## src/rtl/scan_seq.sv

```systemverilog
// Channel scan sequencer: steps a 2-to-4 decoder select through the enabled mask bits with a programmable dwell.
// Optional macro SCAN_BLANK_EN inserts one BLANK cycle (decoder disabled) before every DRIVE entry.
module scan_seq #(
  parameter int DW = 8
) (
  input  logic          clk,
  input  logic          rst,
  input  logic          start,
  input  logic          stop,
  input  logic [3:0]    mask,
  input  logic [DW-1:0] dwell,
  output logic [1:0]    sel,
  output logic          sel_en,
  output logic          busy,
  output logic          frame_done
);

`ifdef SCAN_BLANK_EN
  typedef enum logic [1:0] {IDLE, BLANK, DRIVE} state_t;
  localparam state_t ENTRY = BLANK;
`else
  typedef enum logic [1:0] {IDLE, DRIVE} state_t;
  localparam state_t ENTRY = DRIVE;
`endif

  state_t        state_q, state_d;
  logic [1:0]    sel_q, sel_d;
  logic          selEn_q, selEn_d;
  logic          busy_q, busy_d;
  logic          frameDone_q, frameDone_d;
  logic [DW-1:0] cnt_q, cnt_d;
  logic          stop_q, stop_d;
  logic [3:0]    maskSnap_q, maskSnap_d;
  logic [DW-1:0] dwellSnap_q, dwellSnap_d;

  logic [2:0]    nextInfo;
  logic [1:0]    lowestNew;
  logic          terminal;
  logic          stopNow;
  logic          wrapEvent;

  function automatic logic [1:0] lowestSet(input logic [3:0] m);
    lowestSet = 2'd0;
    for (int i = 3; i >= 0; i--)
      if (m[i]) lowestSet = 2'(i);
  endfunction

  // {found, index} of the lowest set bit strictly above the current channel
  function automatic logic [2:0] nextAbove(input logic [3:0] m, input logic [1:0] c);
    nextAbove = 3'b000;
    for (int i = 3; i >= 0; i--)
      if (m[i] && (i > int'(c))) nextAbove = {1'b1, 2'(i)};
  endfunction

  assign nextInfo  = nextAbove(maskSnap_q, sel_q);
  assign lowestNew = lowestSet(mask);
  assign terminal  = (cnt_q == dwellSnap_q);
  assign stopNow   = stop_q | stop;
  assign wrapEvent = (state_q == DRIVE) && terminal && !nextInfo[2];

  always_ff @(posedge clk) begin
    if (rst) begin
      state_q     <= IDLE;
      sel_q       <= '0;
      selEn_q     <= 1'b0;
      busy_q      <= 1'b0;
      frameDone_q <= 1'b0;
      cnt_q       <= '0;
      stop_q      <= 1'b0;
      maskSnap_q  <= '0;
      dwellSnap_q <= '0;
    end else begin
      state_q     <= state_d;
      sel_q       <= sel_d;
      selEn_q     <= selEn_d;
      busy_q      <= busy_d;
      frameDone_q <= frameDone_d;
      cnt_q       <= cnt_d;
      stop_q      <= stop_d;
      maskSnap_q  <= maskSnap_d;
      dwellSnap_q <= dwellSnap_d;
    end
  end

  always_comb begin
    state_d     = state_q;
    sel_d       = sel_q;
    cnt_d       = cnt_q;
    stop_d      = stop_q;
    maskSnap_d  = maskSnap_q;
    dwellSnap_d = dwellSnap_q;
    case (state_q)
      IDLE: begin
        if (start && !stop && (mask != 4'd0)) begin
          maskSnap_d  = mask;
          dwellSnap_d = dwell;
          sel_d       = lowestNew;
          cnt_d       = '0;
          stop_d      = 1'b0;
          state_d     = ENTRY;
        end
      end
`ifdef SCAN_BLANK_EN
      BLANK: begin
        cnt_d   = '0;
        state_d = DRIVE;
      end
`endif
      DRIVE: begin
        if (!terminal) begin
          cnt_d  = cnt_q + DW'(1);
          stop_d = stopNow;
        end else begin
          cnt_d = '0;
          // A wrap always refreshes the snapshots, even when the pass ends the scan
          if (!nextInfo[2]) begin
            maskSnap_d  = mask;
            dwellSnap_d = dwell;
          end
          if (stopNow) begin
            stop_d  = 1'b0;
            state_d = IDLE;
          end else if (nextInfo[2]) begin
            sel_d   = nextInfo[1:0];
            state_d = ENTRY;
          end else if (mask == 4'd0) begin
            state_d = IDLE;
          end else begin
            sel_d   = lowestNew;
            state_d = ENTRY;
          end
        end
      end
      default: state_d = IDLE;
    endcase
  end

  always_comb begin
    selEn_d     = (state_d == DRIVE);
    busy_d      = (state_d != IDLE);
    frameDone_d = wrapEvent;
  end

  assign sel        = sel_q;
  assign sel_en     = selEn_q;
  assign busy       = busy_q;
  assign frame_done = frameDone_q;

endmodule

```

## config.mk

```make
export PLATFORM = sky130hd
export DESIGN_NAME = scan_seq
export DESIGN_NICKNAME = d
export VERILOG_FILES = /design/src/rtl/scan_seq.sv
export SDC_FILE = /design/constraint.sdc
export NUM_CORES = 1
export LEC_CHECK = 0
export CAP_MARGIN = 5
export CORE_AREA = 2 2 57 53
export DETAILED_ROUTE_END_ITERATION = 12
export DIE_AREA = 0 0 59 55
export PLACE_DENSITY = 0.9
export SLEW_MARGIN = 10
export SYNTH_ARGS = -nofsm -noshare
export SYNTH_HDL_FRONTEND = slang
export SYNTH_SLANG_ARGS = --single-unit
```

## constraint.sdc

```tcl
create_clock -name clk -period 4 [get_ports clk]
set_input_delay 0.6 -clock clk [delete_from_list [all_inputs] [get_ports clk]]
set_output_delay 0.6 -clock clk [all_outputs]
set_load 0.01 [all_outputs]
```

==> results of run 1 <==
## cells by family after synthesis
kind of cell,Yosys count
xor+xnor,11
buf+inv,8
other cells,1
simple gates,56
compound gates,35
fa+ha+maj,1
flops,27
mux,13
## area by class of cell
class / count / area, µm²
clock buffer: 4 / 26.3
fill: 236 / 1010
inverter: 2 / 7.51
multi-input combinational: 117 / 830
sequential: 27 / 541
tap: 30 / 37.5
timing repair buffer: 21 / 208
## cells in the mapped netlist, drive strengths merged (2+ instances only)
master / instances / area share (%)
a22o: 3 / 1.9
xor2: 9 / 5.6
a211oi: 2 / 1.4
and3: 2 / 0.89
mux2i: 13 / 9.2
a31oi: 3 / 1.3
nor2: 7 / 1.9
nor4: 4 / 3.9
xnor2: 2 / 1.2
clkbuf: 5 / 1.3
a21oi: 14 / 5.0
nand3: 3 / 1.1
nand2b: 29 / 13
inv: 2 / 0.53
o21bai: 3 / 1.6
dfxtp: 27 / 38
nand2: 4 / 1.2
nor2b: 4 / 1.8
o21ai: 4 / 1.4
## sequential cells by signal, indices dropped and copies added, names as in the netlist
signal and count:
busy 1, cnt_q 8, dwellSnap_q 8, frame_done 1
maskSnap_q 3, sel 2, sel_en 1, state_q 2
stop_q 1
## how the worst min path moves through the flow
| stage | endpoint | slack, ns | startpoint | depth (start not counted) |
|---|---|---|---|---|
| finish | maskSnap_q[2] | 0.50 | maskSnap_q[2] | 2 |
| global route | maskSnap_q[1] | 0.52 | maskSnap_q[1] | 2 |
| CTS | maskSnap_q[2] | 0.51 | maskSnap_q[2] | 2 |
| detailed placement | stop_q | 0.48 | stop_q | 2 |
| global placement | stop_q | 0.47 | stop_q | 2 |
| floorplan | stop_q | 0.45 | stop_q | 2 |
## metrics by stage
stage / hold WS (ns) / area (µm²) / util, %
final: 0.503 / 1650 / 62.1
after global routing: 0.521 / 1650 / 62.1
after CTS: 0.505 / 1650 / 62.1
after detailed placement: 0.485 / 1620 / 61.1
after global placement: 0.469 / 1620 / 61.1
after floorplan: 0.449 / 1410 / -
## layout by cell type, fill, tap and decap left out, drive strengths merged, types with 4 or more instances in the layout
master         synthesis  final
clkbuf                 5      4
nor2b                  4      4
mux2i                 13     13
nor4                   4      4
clkdlybuf4s50          0     20
a21oi                 14     14
nand2b                29     29
xor2                   9      9
nor2                   7      7
dfxtp                 27     27
o21ai                  4      4
nand2                  4      4
## layer usage
| layer | global-route usage [%] | routed length, µm | up-vias |
|---|---|---|---|
| met2 | 32.6 | 1340 | 27 |
| met3 | 4.88 | 116 | 4 |
| li1 | - | - | 569 |
| met4 | 6.06 | 40 | 0 |
| met5 | 0 | 0 | - |
| met1 | 24.3 | 1260 | 532 |
## power by group
group	leakage, nW	total (mW)	internal [mW]	switching [mW]
clock	0.0150	0.115	0.0390	0.0756
sequential	0.219	0.283	0.277	0.00603
combinational	0.470	0.0774	0.0404	0.0370
total	0.704	0.475	0.356	0.119
## critical path: stages
cell	delay, ns
clkdlybuf4s50_1	0.54
nor4_1	0.09
or3b_2	0.47
or3_4	0.38
o31a_1	0.33
mux2i_1	0.20
==> metrics.md, run 1 <==
| Metric | Value |
|---|---|
| First-pass GRT wire length | 4680 µm |
| Drc violations | 0 |
| Router iterations before antenna repair | 4 |
| Final wirelength | 2760 µm |
| Worst r2r src | cnt_q[2] |
| Initial Util | 53.0% |
| Critical Path Fanout Max | 11 |
| Number of flops mapped to enable cells by yosys | 0 |
| Longest Clk Path Bufs | 2 |
| RSZ-0062 raised after global routing | no |
| Core area | 0.00266 mm² |
| Synth-to-Final Area Change | 17.2% |
| Grt ovf | 0 |
| Vias in the first global route | 1036 |
| Mean Syn Cell Area | 9.26 µm² |
| CTS Buf Count | 3 |
| Fin crit share | 60.3% |
| Slew Viols, Final | 0 |
| Cells after synthesis | 152 |
| Die area | 0.00325 mm² |
| Measured slew at the worst slew-check pin | 0.688 ns |
| Ratio of cells with drive above 1 in the final layout | 6.43% |
| Skew final | 0.00384 ns |
| Worst setup margin | 1.59 ns |
| Post-synthesis mux area share | 9.24% |
| CTS Sinks | 27 |
| Via Count | 1132 |
| Worst vdd rail ir drop | 219 µV |
| Largest net degree at the start of global routing | 37 |
| Final hold viol count | 0 |
| CP required | 4.19 ns |
| Die height | 55 µm |
| Minimum clock period | 2.41 ns |
| Inst Count DP | 197 |
| Setup crit end | maskSnap_q[1] |
| Total Routing Usage GR | 19.3% |
| Post-CTS Setup Inserts | 0 |
| Async S/R FF share, synth | 0% |
| Leakage | 0.704 nW |
| Yosys reg bits | 27 |
| ANT cells | 0 |
| Area of the mapped netlist | 0.00141 mm² |
| Worst-path clk slew | 0.13 ns |
| # IOs | 21 |
| WL per Instance | 13.7 µm |
| CTS Hold Bufs | 0 |
| Die X | 59 µm |
| Critical path capture point type | flop |
| WP data arrival | 2.60 ns |
| Adder-Cell Fraction of Synth Area | 0.889% |
| Worst R2R Setup Slack | 1.96 ns |
| FP Rows | 18 |
| Yosys warns | 0 |
| Initial antenna violation count | 0 |
| Fmax | 415 MHz |
| Mean number of vias per cell | 5.63 |
| Main flop type after synthesis | dfxtp_1 |
| Max-capacitance violation count | 0 |
| Initial DRC count | 29 |
| CP startpoint | mask[2] |
| Synth Area in Compound Gates | 16.3% |
| Hold Crit Class | reg -> reg |
| Reg2reg end | maskSnap_q[1] |
| Crit Path Class | in -> reg |
| H-tree levels | 1 |
| Later-pin clock latency in the skew report | 0.32 ns |
| Yosys cell types | 34 |
| Pwr Density | 288 mW/mm² |
| Final-report setup violation count | 0 |
| Placer Congestion | 0.808 |
| Post-CTS resize count | 0 |
| Pre-CTS setup slack | 1.25 ns |
| Syn nets | 169 |
| Simple-gate share of the synthesized area | 25.4% |
| Layout Cells excl Fill | 201 |
| Reg2Reg Depth | 5 |
| Crit start category | primary input |
| CTS tree | done |
| Rel. slew slack | 54.1% |
| Tot Pwr | 0.475 mW |
| Largest family of logic cells by synthesized area | simple AND/OR/NAND/NOR gates |
| Xor and xnor fraction of the mapped netlist area | 6.84% |
| Final TNS setup | 0 ns |
| Root Driver | clkbuf_4 |
| IO buf count | 20 |
| Post-DP HPWL | 2040 µm |
| Sequential cell area fraction in the yosys report | 38.4% |
| Status | finished, final reports clean |
| Final #Nets | 189 |
| Post-DRT Antenna Nets | 0 |
No activity file was read; power rests on OpenSTA's default activity.
==> inputs of run 2 (changes only) <==
--- a/config.mk
+++ b/config.mk
@@ -6,10 +6,10 @@
 export NUM_CORES = 1
 export LEC_CHECK = 0
 export CAP_MARGIN = 5
-export CORE_AREA = 2 2 57 53
+export CORE_AREA = 2 2 61 57
 export DETAILED_ROUTE_END_ITERATION = 12
-export DIE_AREA = 0 0 59 55
-export PLACE_DENSITY = 0.9
+export DIE_AREA = 0 0 63 59
+export PLACE_DENSITY = 0.83
 export SLEW_MARGIN = 10
 export SYNTH_ARGS = -nofsm -noshare
 export SYNTH_HDL_FRONTEND = slang
==> constraint.sdc (replaced) <==
create_clock -name clk -period 2.05 [get_ports clk]
set_input_delay 0.3075 -clock clk [delete_from_list [all_inputs] [get_ports clk]]
set_output_delay 0.3075 -clock clk [all_outputs]
set_load 0.01 [all_outputs]
==> run 2 against run 1 <==
  * Combinational power increased by 130%
  * Register-to-register slack got worse by 1.7 ns
  * Via count increased by 0.62%
  * Sequential share of layout area decreased by 2.2 points
  * Clock power increased by 100%
  * Critical path type unchanged
==> metrics.md, run 2 (same netlist as run 1, synthesis figures left out) <==
| Metric | Value |
|---|---|
| Filler cells | 288 |
| Via Count | 1139 |
| Minimum clock period | 1.94 ns |
| CTS Buf Count | 3 |
| Initial Util | 46.6% |
| Die area | 0.00372 mm² |
| Cell family with most CP delay | simple AND/OR/NAND/NOR gates |
| Met2 Routed Length | 1330 µm |
| Max-capacitance violation count | 0 |
| Crit-path slowest cell | clkdlybuf4s50_1 |
| Commonest non-fill, non-tap cell in the layout | nand2b_1 |
| Post-CTS Setup Inserts | 0 |
| Leakage | 0.766 nW |
| WL met3 | 121 µm |
| Crit Path Class | in -> reg |
| Later-pin clock latency in the skew report | 0.32 ns |
| Status | finished, final reports clean |
| Inst Count DP | 221 |
| Final wirelength | 2790 µm |
| RSZ-0062 raised after global routing | no |
| ANT cells | 0 |
| Initial antenna violation count | 0 |
| Final #Nets | 201 |
| Utilization after layout | 58.5% |
| Die height | 59 µm |
| Slew Viols, Final | 0 |
| WP data arrival | 2.21 ns |
| Skew final | 0.00279 ns |
| Synth-to-Final Area Change | 25.5% |
| H-tree levels | 1 |
| First-pass GRT wire length | 4820 µm |
| Metal-1 WL | 1320 µm |
| Final-report setup violation count | 0 |
| Grt ovf | 0 |
| Router iterations before antenna repair | 4 |
| Drc violations | 0 |
| Hold Crit Class | reg -> reg |
| Root Driver | clkbuf_4 |
| Commonest cells after routing, fill and taps aside | nand2b_1 (29), dfxtp_1 (27), clkdlybuf4s50_1 (20), a21oi_1 (14), mux2i_1 (13) |
| Regs by FF count | cnt_q (8), dwellSnap_q (8), maskSnap_q (3) |
| FP Rows | 19 |
| Longest Clk Path Bufs | 2 |
| Vias in the first global route | 1123 |
| Post-CTS resize count | 0 |
| Pre-CTS setup slack | -0.209 ns |
| CTS Sinks | 27 |
| Core area | 0.00302 mm² |
| # IOs | 21 |
| Die X | 63 µm |
| CTS Hold Bufs | 0 |
| Worst path max stage delay | 0.51 ns |
| Critical Path Fanout Max | 4 |
| Placer Congestion | 0.740 |
| CP required | 2.32 ns |
| Critical Path, Cell by Cell | clkdlybuf4s50_1 > nor4_1 > or3b_2 > or3_4 > buf_4 > o31ai_1 > mux2i_1 |
| Critical path capture point type | flop |
| Post-DRT Antenna Nets | 0 |
| Buf+Inv Stages, Crit Path | 2 |
| Total Routing Usage GR | 16.5% |
| CTS tree | done |
| Top Layer Used | met4 |
| Ratio of cells with drive above 1 in the final layout | 12.6% |
| Final TNS setup | 0 ns |
| WL per Instance | 12.4 µm |
| Crit start category | primary input |
| Fin crit share | 94.7% |
| Fmax | 515 MHz |
| Final hold viol count | 0 |
| IO buf count | 20 |
| DP Area | 0.00174 mm² |
| Pwr Density | 545 mW/mm² |
| Post-DP HPWL | 2160 µm |
| Initial DRC count | 24 |
| Layout Cells excl Fill | 225 |
| Design area | 0.00177 mm² |
| Largest net degree at the start of global routing | 27 |
| Worst setup margin | 0.110 ns |
| Worst-path clk slew | 0.14 ns |
| Worst vdd rail ir drop | 363 µV |
| Mean number of vias per cell | 5.06 |
[run 2: cell types whose count changed in the layout (fill, tap and decap cells not counted)]
cell / change
buf_12: +1
buf_4: +11
[run 2: worst paths after layout]
path	startpoint	end	slack, ns	cells after the start
max reg2reg	cnt_q[3]	sel[1]	0.28	5
min reg2reg	dwellSnap_q[7]	dwellSnap_q[7]	0.50	2
max	mask[0]	sel[1]	0.11	7
min	dwellSnap_q[7]	dwellSnap_q[7]	0.50	2
[run 2: power by group]
part           internal [mW]  leakage (nW)  switching (mW)
combinational         0.0995         0.532          0.0782
sequential             0.540         0.219          0.0115
clock                 0.0763        0.0150           0.158
total                  0.715         0.766           0.247
[run 2: layer usage]
metal / vias to the layer above / global-route usage (%)
li1: 591 / -
met1: 523 / 19.9
met2: 23 / 29.6
met3: 2 / 4.75
met4: 0 / 3.81
met5: - / 0
[run 2: cell type report]
cell class,count,area (µm²),area share [%]
clock buffer,4,26.3,1.49
inverter,2,7.51,0.425
multi-input combinational,117,830,47.0
sequential,27,541,30.6
tap,42,52.6,2.97
timing repair buffer,33,310,17.6
[run 2: worst reg2reg max path, stage by stage (launching register included)]
cell and delay (ns):
dfxtp_1 0.39, xor2_1 0.20, nor4_4 0.33, nand2_2 0.13, o31ai_1 0.43, mux2i_1 0.23
[run 2: through the flow]
step | power (mW) | hold slack, ns
after floorplan | 0.659 | 0.448
after global placement | 0.733 | 0.473
after detailed placement | 0.739 | 0.483
after CTS | 0.968 | 0.504
after global routing | 1.00 | 0.524
final | 0.963 | 0.501
==> inputs of run 3 (changes only) <==
--- a/config.mk
+++ b/config.mk
@@ -5,7 +5,6 @@
 export SDC_FILE = /design/constraint.sdc
 export NUM_CORES = 1
 export LEC_CHECK = 0
-export CAP_MARGIN = 5
 export CORE_AREA = 2 2 61 57
 export DETAILED_ROUTE_END_ITERATION = 12
 export DIE_AREA = 0 0 63 59
==> results of run 3 <==
No change in the layout: final DEF, timing and power equal those of run 2.
